**src/rtl/as2650_wb_pkg.sv**
```systemverilog
// Shared constants for the AS2650 Wishbone timer/debug register bank:
// register word indices, ID value, TCTRL bit positions and handshake states.
package as2650_wb_pkg;

  localparam logic [31:0] ID_VALUE = 32'h2650_0002;

  localparam logic [5:0] IDX_ID     = 6'd0;
  localparam logic [5:0] IDX_CTRL   = 6'd1;
  localparam logic [5:0] IDX_STATUS = 6'd2;
  localparam logic [5:0] IDX_PEND   = 6'd3;

  // Each timer owns a block of four words starting at word 4.
  localparam int TMR_BASE   = 4;
  localparam int TMR_STRIDE = 4;

  localparam logic [1:0] TMR_COUNT = 2'd0;
  localparam logic [1:0] TMR_CMP   = 2'd1;
  localparam logic [1:0] TMR_TCTRL = 2'd2;

  localparam int TC_EN      = 0;
  localparam int TC_AUTOCLR = 1;
  localparam int TC_IEN     = 2;

  typedef enum logic [1:0] {
    HS_IDLE = 2'd0,
    HS_WAIT = 2'd1,
    HS_ACK  = 2'd2
  } hs_state_e;

  function automatic logic [5:0] tmr_idx(input int n, input logic [1:0] off);
    return 6'(TMR_BASE + TMR_STRIDE * n) | {4'b0000, off};
  endfunction

endpackage

```
**src/rtl/wb_timer_chan.sv**
```systemverilog
// One compare timer channel: COUNT/CMP/TCTRL registers, match detection
// and a sticky pending flag with write-1-to-clear.
module wb_timer_chan
  import as2650_wb_pkg::*;
#(
  parameter int TIMER_W = 32
) (
  input  logic               clk,
  input  logic               rst_n,
  input  logic               wr_count,
  input  logic               wr_cmp,
  input  logic               wr_tctrl,
  input  logic               w1c,
  input  logic [TIMER_W-1:0] wdata,
  input  logic [2:0]         tctrl_wdata,
  output logic [TIMER_W-1:0] count,
  output logic [TIMER_W-1:0] cmp,
  output logic [2:0]         tctrl,
  output logic               pend,
  output logic               irq
);

  logic match;

  assign match = tctrl[TC_EN] && (count == cmp);
  assign irq   = pend & tctrl[TC_IEN];

  // A bus write to COUNT takes priority over both increment and auto-clear.
  always_ff @(posedge clk or negedge rst_n) begin
    if (!rst_n) begin
      count <= '0;
    end else if (wr_count) begin
      count <= wdata;
    end else if (tctrl[TC_EN]) begin
      count <= (match && tctrl[TC_AUTOCLR]) ? '0 : count + TIMER_W'(1);
    end
  end

  always_ff @(posedge clk or negedge rst_n) begin
    if (!rst_n) begin
      cmp   <= '0;
      tctrl <= '0;
    end else begin
      if (wr_cmp)   cmp   <= wdata;
      if (wr_tctrl) tctrl <= tctrl_wdata;
    end
  end

  // A match in the same cycle as a clear leaves the flag set.
  always_ff @(posedge clk or negedge rst_n) begin
    if (!rst_n) begin
      pend <= 1'b0;
    end else if (match) begin
      pend <= 1'b1;
    end else if (w1c) begin
      pend <= 1'b0;
    end
  end

endmodule

```
**src/rtl/wb_timer_debug_bank.sv**
```systemverilog
// Wishbone slave with programmable ack latency exposing an ID word, a control
// byte, a debug status snapshot and a bank of compare timers with interrupts.
module wb_timer_debug_bank
  import as2650_wb_pkg::*;
#(
  parameter int NUM_TIMERS = 2,
  parameter int TIMER_W    = 32,
  parameter int DBG_W      = 16,
  parameter int ACK_DELAY  = 2
) (
  input  logic                  wb_clk_i,
  input  logic                  wb_rst_n,
  input  logic [31:0]           wbs_adr_i,
  input  logic [31:0]           wbs_dat_i,
  input  logic                  wbs_we_i,
  input  logic                  wbs_cyc_i,
  input  logic                  wbs_stb_i,
  output logic [31:0]           wbs_dat_o,
  output logic                  wbs_ack_o,
  input  logic [DBG_W-1:0]      dbg_status_i,
  output logic [7:0]            ctrl_o,
  output logic [NUM_TIMERS-1:0] irq_o
);

  // Handshake: an access is accepted only in IDLE when cyc&stb are high;
  // writes commit and read data is captured on that edge, ack follows
  // exactly ACK_DELAY cycles later for one cycle; dropping cyc while
  // waiting aborts without an ack.
  hs_state_e state_q, state_d;
  logic [2:0] dly_q, dly_d;
  logic       accept, wr_en, pend_wr;
  logic [5:0] idx;
  logic [7:0] ctrl_q;
  logic [31:0] rdata;
  logic        unused_adr;

  logic [NUM_TIMERS-1:0][TIMER_W-1:0] cnt_v, cmp_v;
  logic [NUM_TIMERS-1:0][2:0]         tctrl_v;
  logic [NUM_TIMERS-1:0]              pend_v;

  assign idx        = wbs_adr_i[7:2];
  assign unused_adr = ^{wbs_adr_i[31:8], wbs_adr_i[1:0]};
  assign accept     = (state_q == HS_IDLE) && wbs_cyc_i && wbs_stb_i;
  assign wr_en      = accept && wbs_we_i;
  assign pend_wr    = wr_en && (idx == IDX_PEND);
  assign wbs_ack_o  = (state_q == HS_ACK);
  assign ctrl_o     = ctrl_q;

  always_ff @(posedge wb_clk_i or negedge wb_rst_n) begin
    if (!wb_rst_n) begin
      state_q <= HS_IDLE;
      dly_q   <= '0;
    end else begin
      state_q <= state_d;
      dly_q   <= dly_d;
    end
  end

  always_comb begin
    state_d = state_q;
    dly_d   = dly_q;
    case (state_q)
      HS_IDLE: begin
        if (accept) begin
          if (ACK_DELAY == 1) begin
            state_d = HS_ACK;
          end else begin
            state_d = HS_WAIT;
            dly_d   = 3'(ACK_DELAY - 1);
          end
        end
      end
      HS_WAIT: begin
        if (!wbs_cyc_i) begin
          state_d = HS_IDLE;
        end else if (dly_q == 3'd1) begin
          state_d = HS_ACK;
          dly_d   = '0;
        end else begin
          dly_d = dly_q - 3'd1;
        end
      end
      HS_ACK:  state_d = HS_IDLE;
      default: state_d = HS_IDLE;
    endcase
  end

  always_ff @(posedge wb_clk_i or negedge wb_rst_n) begin
    if (!wb_rst_n) begin
      ctrl_q <= '0;
    end else if (wr_en && (idx == IDX_CTRL)) begin
      ctrl_q <= wbs_dat_i[7:0];
    end
  end

  // The read buffer doubles as the debug snapshot: STATUS captures
  // dbg_status_i as it is in the acceptance cycle.
  always_ff @(posedge wb_clk_i or negedge wb_rst_n) begin
    if (!wb_rst_n) begin
      wbs_dat_o <= '0;
    end else if (accept && !wbs_we_i) begin
      wbs_dat_o <= rdata;
    end
  end

  for (genvar n = 0; n < NUM_TIMERS; n++) begin : g_chan
    wb_timer_chan #(
      .TIMER_W(TIMER_W)
    ) u_chan (
      .clk        (wb_clk_i),
      .rst_n      (wb_rst_n),
      .wr_count   (wr_en && (idx == tmr_idx(n, TMR_COUNT))),
      .wr_cmp     (wr_en && (idx == tmr_idx(n, TMR_CMP))),
      .wr_tctrl   (wr_en && (idx == tmr_idx(n, TMR_TCTRL))),
      .w1c        (pend_wr && wbs_dat_i[n]),
      .wdata      (wbs_dat_i[TIMER_W-1:0]),
      .tctrl_wdata(wbs_dat_i[2:0]),
      .count      (cnt_v[n]),
      .cmp        (cmp_v[n]),
      .tctrl      (tctrl_v[n]),
      .pend       (pend_v[n]),
      .irq        (irq_o[n])
    );
  end

  always_comb begin
    rdata = 32'hFFFF_FFFF;
    case (idx)
      IDX_ID:     rdata = ID_VALUE;
      IDX_CTRL:   rdata = {24'h0, ctrl_q};
      IDX_STATUS: rdata = 32'(dbg_status_i);
      IDX_PEND:   rdata = 32'(pend_v);
      default: begin
        for (int n = 0; n < NUM_TIMERS; n++) begin
          if (idx == tmr_idx(n, TMR_COUNT)) rdata = 32'(cnt_v[n]);
          if (idx == tmr_idx(n, TMR_CMP))   rdata = 32'(cmp_v[n]);
          if (idx == tmr_idx(n, TMR_TCTRL)) rdata = 32'(tctrl_v[n]);
        end
      end
    endcase
  end

endmodule

```
**config.mk**
```make
export PLATFORM = sky130hd
export DESIGN_NAME = wb_timer_debug_bank
export DESIGN_NICKNAME = d
export VERILOG_FILES = /design/src/rtl/as2650_wb_pkg.sv /design/src/rtl/wb_timer_chan.sv /design/src/rtl/wb_timer_debug_bank.sv
export SDC_FILE = /design/constraint.sdc
export NUM_CORES = 1
export LEC_CHECK = 0
export CORE_ASPECT_RATIO = 0.8
export CORE_MARGIN = 8
export CORE_UTILIZATION = 30
export DETAILED_ROUTE_END_ITERATION = 8
export DONT_BUFFER_PORTS = 1
export MAX_ROUTING_LAYER = met4
export PLACE_DENSITY_LB_ADDON = 0.05
export SYNTH_ARGS = -nofsm -noshare
export SYNTH_HDL_FRONTEND = slang
export SYNTH_SLANG_ARGS = --single-unit
```
**constraint.sdc**
```tcl
create_clock -name wb_clk_i -period 5.5 [get_ports wb_clk_i]
set_input_delay 1.1 -clock wb_clk_i [delete_from_list [all_inputs] [get_ports wb_clk_i]]
set_output_delay 1.1 -clock wb_clk_i [all_outputs]
set_load 0.02 [all_outputs]
```
==> run_results.csv <==
group,metric,value,unit
synthesis,yosysWarnings,0,
detailed_routing,drt_first_iter_violations,631,
global_route,track_usage,20.0,%
finish,num_antenna_cells,0,
timing,holdWs,0.332,ns
setup_path,crit_path_end,"g_chan[0].u_chan.count[31]$_DFFE_PN0P_",
power_and_ir_drop,power_density,342,nW/um^2
detailed_routing,totalWireLength,39800,um
global_route,first_global_vias,8198,
synthesis,ys_ff_latch,181,
placed_design,place_hpwl,28700,um
setup_path,crit_slowest_cell,"nor4b_4",
detailed_routing,firstDrtPassIters,4,
cts,clk_pin_slew,0.07,ns
timing,grt_setup_unrepaired,"no",
timing,hold_viol,0,
timing,fin_crit_sh,60.1,%
setup_path,reg2reg_slack,2.21,ns
timing,tns,0,ns
detailed_routing,top_layer,"met4",
detailed_routing,final_antenna_net_count,0,
floorplanning,fp.dieW,224,um
setup_path,critical_path.reg2reg.endpoint,"g_chan[0].u_chan.count[29]$_DFFE_PN0P_",
finish,drive_gt1_share,13.7,%
hold_path,hold_path.class,"input pin to async pin",
outcome,outcome,"completed",
timing,slew_viol_final,0,
cts,cts_root_buf,"clkbuf_16",
timing,setup_violations,0,
global_route,grt_max_degree,182,
floorplanning,start_util,30.6,%
finish,fin_cells,1459,
timing,fin_skew,0.0118,ns
synthesis,synth_cell_types,63,
global_route,grt_overflow,0,
setup_path,arrival,3.64,ns
setup_path,rr_worst_depth,6,
finish,syn2layout_area_growth,9.40,%
detailed_routing,wl_met1,19400,um
cts,ctsLongestPathBuffers,2,
floorplanning,die_y,182,um
floorplanning,ios,128,
setup_path,worstSetupStartpoint,"wbs_adr_i[5]",
setup_path,cp-start-kind,"input pin",
global_route,grt_pass1_wl,58400,um
setup_path,cpPeakStageDelay,0.93,ns
cts,cts_max_level,4,
synthesis,syn_area,10300,sq um
synthesis,synthCells,1060,
floorplanning,rows,60,
finish,nNetsFinal,1101,
finish,final_area,11300,sq um
cts,cts_made_buffers,17,
synthesis,syn_area_per_cell,9.75,sq um
synthesis,synth_ff_type,"dfrtp_1",
detailed_routing,vias,8196,
floorplanning,dieArea,40700,sq um
power_and_ir_drop,peakVddDrop,200,uV
placed_design,place_inst,1427,
cts,postCtsHoldBufs,0,
placed_design,port_buffers,0,
detailed_routing,wire_per_inst,27.3,um
timing,slew_headroom,17.3,%
cts,post_cts_buffers,0,
floorplanning,core_area,33800,sq um
setup_path,crit_type,"input pin to flop",
synthesis,syn_nets,1149,
setup_path,cp-end-kind,"flop",
setup_path,required,5.84,ns
setup_path,crit_cells,6,
detailed_routing,viasPerCell,5.62,
setup_path,rr_startpoint,"g_chan[0].u_chan.count[8]$_DFFE_PN0P_",
setup_path,path_cells,"nor4b_4 > and4_2 > buf_4 > or4_1 > a21oi_1 > a211o_1",
flow_run,maxCapViolCount,0,
global_route,antenna_found_initial,0,
timing,period_minus_slack,3.30,ns
detailed_routing,drc,0,
setup_path,cp_max_fo,64,
cts,cts_resized,0,
timing,tightest_slew,1.23,ns
detailed_routing,wl_met3,2320,um
setup_path,critPathBufInv,1,
synthesis,ys_seq_area_share,43.8,%
power_and_ir_drop,leakagePower,0.00436,uW
cts,cts_sinks,181,
synthesis,synth-edff-count,0,
synthesis,ys_async_sr_fraction,100,%
timing,fmax,303,MHz
setup_path,critical-path-top-delay-family,"simple AND/OR/NAND/NOR gates",
detailed_routing,met2_length,17600,um
timing,worst_slack,2.20,ns
placed_design,post_dp_cell_area,10700,sq um
placed_design,place_ws,1.62,ns
cts,cts_tree,"done",
placed_design,place.gp.congestion,0.795,
cts,clk_latency,0.45,ns
## how the worst min path moves through the flow
stage                                      startpoint                                 to  cells past startpoint
global route                                 wb_rst_n               dly_q[2]$_DFFE_PN0P_                      0
CTS                                          wb_rst_n             state_q[0]$_DFFE_PN0P_                      0
floorplan           g_chan[0].u_chan.pend$_DFFE_PN0P_  g_chan[0].u_chan.pend$_DFFE_PN0P_                      2
finish                                       wb_rst_n               dly_q[2]$_DFFE_PN0P_                      0
detailed placement               dly_q[1]$_DFFE_PN0P_               dly_q[1]$_DFFE_PN0P_                      2
global placement                 dly_q[1]$_DFFE_PN0P_               dly_q[1]$_DFFE_PN0P_                      2
## power breakdown
group / switching [uW] / internal (uW)
Sequential: 380 / 1510
Clock: 563 / 821
Combinational: 321 / 272
## area by class of cell
type	instances	area [sq um]
repair buffers	16	120
clock buffers	24	502
inverters	12	45.0
clock inverters	8	144
fillers	3552	22500
flip-flops and latches	181	4530
multi-input cells	784	5430
well taps	434	543
## cell usage after synthesis, types with 3 or more instances
cell type | instances | area (sq um)
dfrtp_1 | 181 | 4530
nand2_1 | 109 | 409
mux2_2 | 79 | 890
xnor2_1 | 77 | 674
clkbuf_1 | 54 | 203
nor2_1 | 52 | 195
o22ai_1 | 50 | 313
o31ai_1 | 50 | 375
nand4_1 | 40 | 250
nand3_1 | 37 | 185
xor2_1 | 35 | 307
a21oi_1 | 31 | 155
o21ai_0 | 27 | 135
and3_1 | 19 | 119
nor2b_1 | 17 | 106
nor4_1 | 15 | 93.8
a22oi_1 | 14 | 105
buf_2 | 12 | 60.1
a211oi_1 | 11 | 82.6
buf_1 | 11 | 41.3
inv_1 | 11 | 41.3
nor3_1 | 11 | 55.1
o41ai_1 | 11 | 96.3
and4_1 | 10 | 87.6
a211o_1 | 7 | 61.3
a31oi_1 | 7 | 43.8
nor3b_1 | 7 | 52.6
nand2b_1 | 6 | 37.5
o221ai_1 | 6 | 52.6
and2_1 | 5 | 31.3
buf_4 | 5 | 37.5
o32a_1 | 5 | 50.1
or4_1 | 5 | 37.5
ha_1 | 4 | 50.1
nand4b_1 | 3 | 26.3
o211ai_1 | 3 | 22.5
## cell families after synthesis
kind of cell	share of synthesized area, %
adders and majority gates	0.484
xor gates and xnor gates	9.49
and+or+nand+nor	18.6
DFF	43.8
muxes	8.81
buffers and inverters	3.79
AOI/OAI and AO/OA	15.0
## flip-flops by register name (all words and copies together), names as in the netlist
register	count
g_chan.u_chan.count	64
g_chan.u_chan.pend	2
g_chan.u_chan.cmp	64
wbs_dat_o	32
state_q	2
dly_q	3
g_chan.u_chan.tctrl	6
ctrl_o	8
## metrics by stage
step / util, % / power (uW)
2_1_floorplan: - / 2270
3_3_place_gp: 31.6 / 2500
3_5_place_dp: 31.6 / 2500
4_1_cts: 33.5 / 3910
5_1_grt: 33.5 / 4070
6_report: 33.5 / 3870
## layout by cell type (no fill, tap or decap), types with 8 or more instances in the layout
cell type    n
dfrtp_1    181
nand2_1    108
mux2_2      79
xnor2_1     77
nor2_1      52
o31ai_1     50
o22ai_1     50
nand4_1     40
nand3_1     36
xor2_1      35
a21oi_1     31
o21ai_0     27
and3_1      19
nor2b_1     17
clkbuf_16   17
buf_4       16
nor4_1      15
a22oi_1     14
inv_1       11
nor3_1      11
o41ai_1     11
a211oi_1    11
and4_1       8
## routing by layer
| metal | vias up | GRT usage (%) |
|---|---|---|
| met5 | - | - |
| met4 | 0 | 4.47 |
| met3 | 25 | 5.33 |
| met2 | 162 | 29.9 |
| met1 | 4204 | 26.8 |
| li1 | 3805 | - |
(Power assumes the default switching activity.)
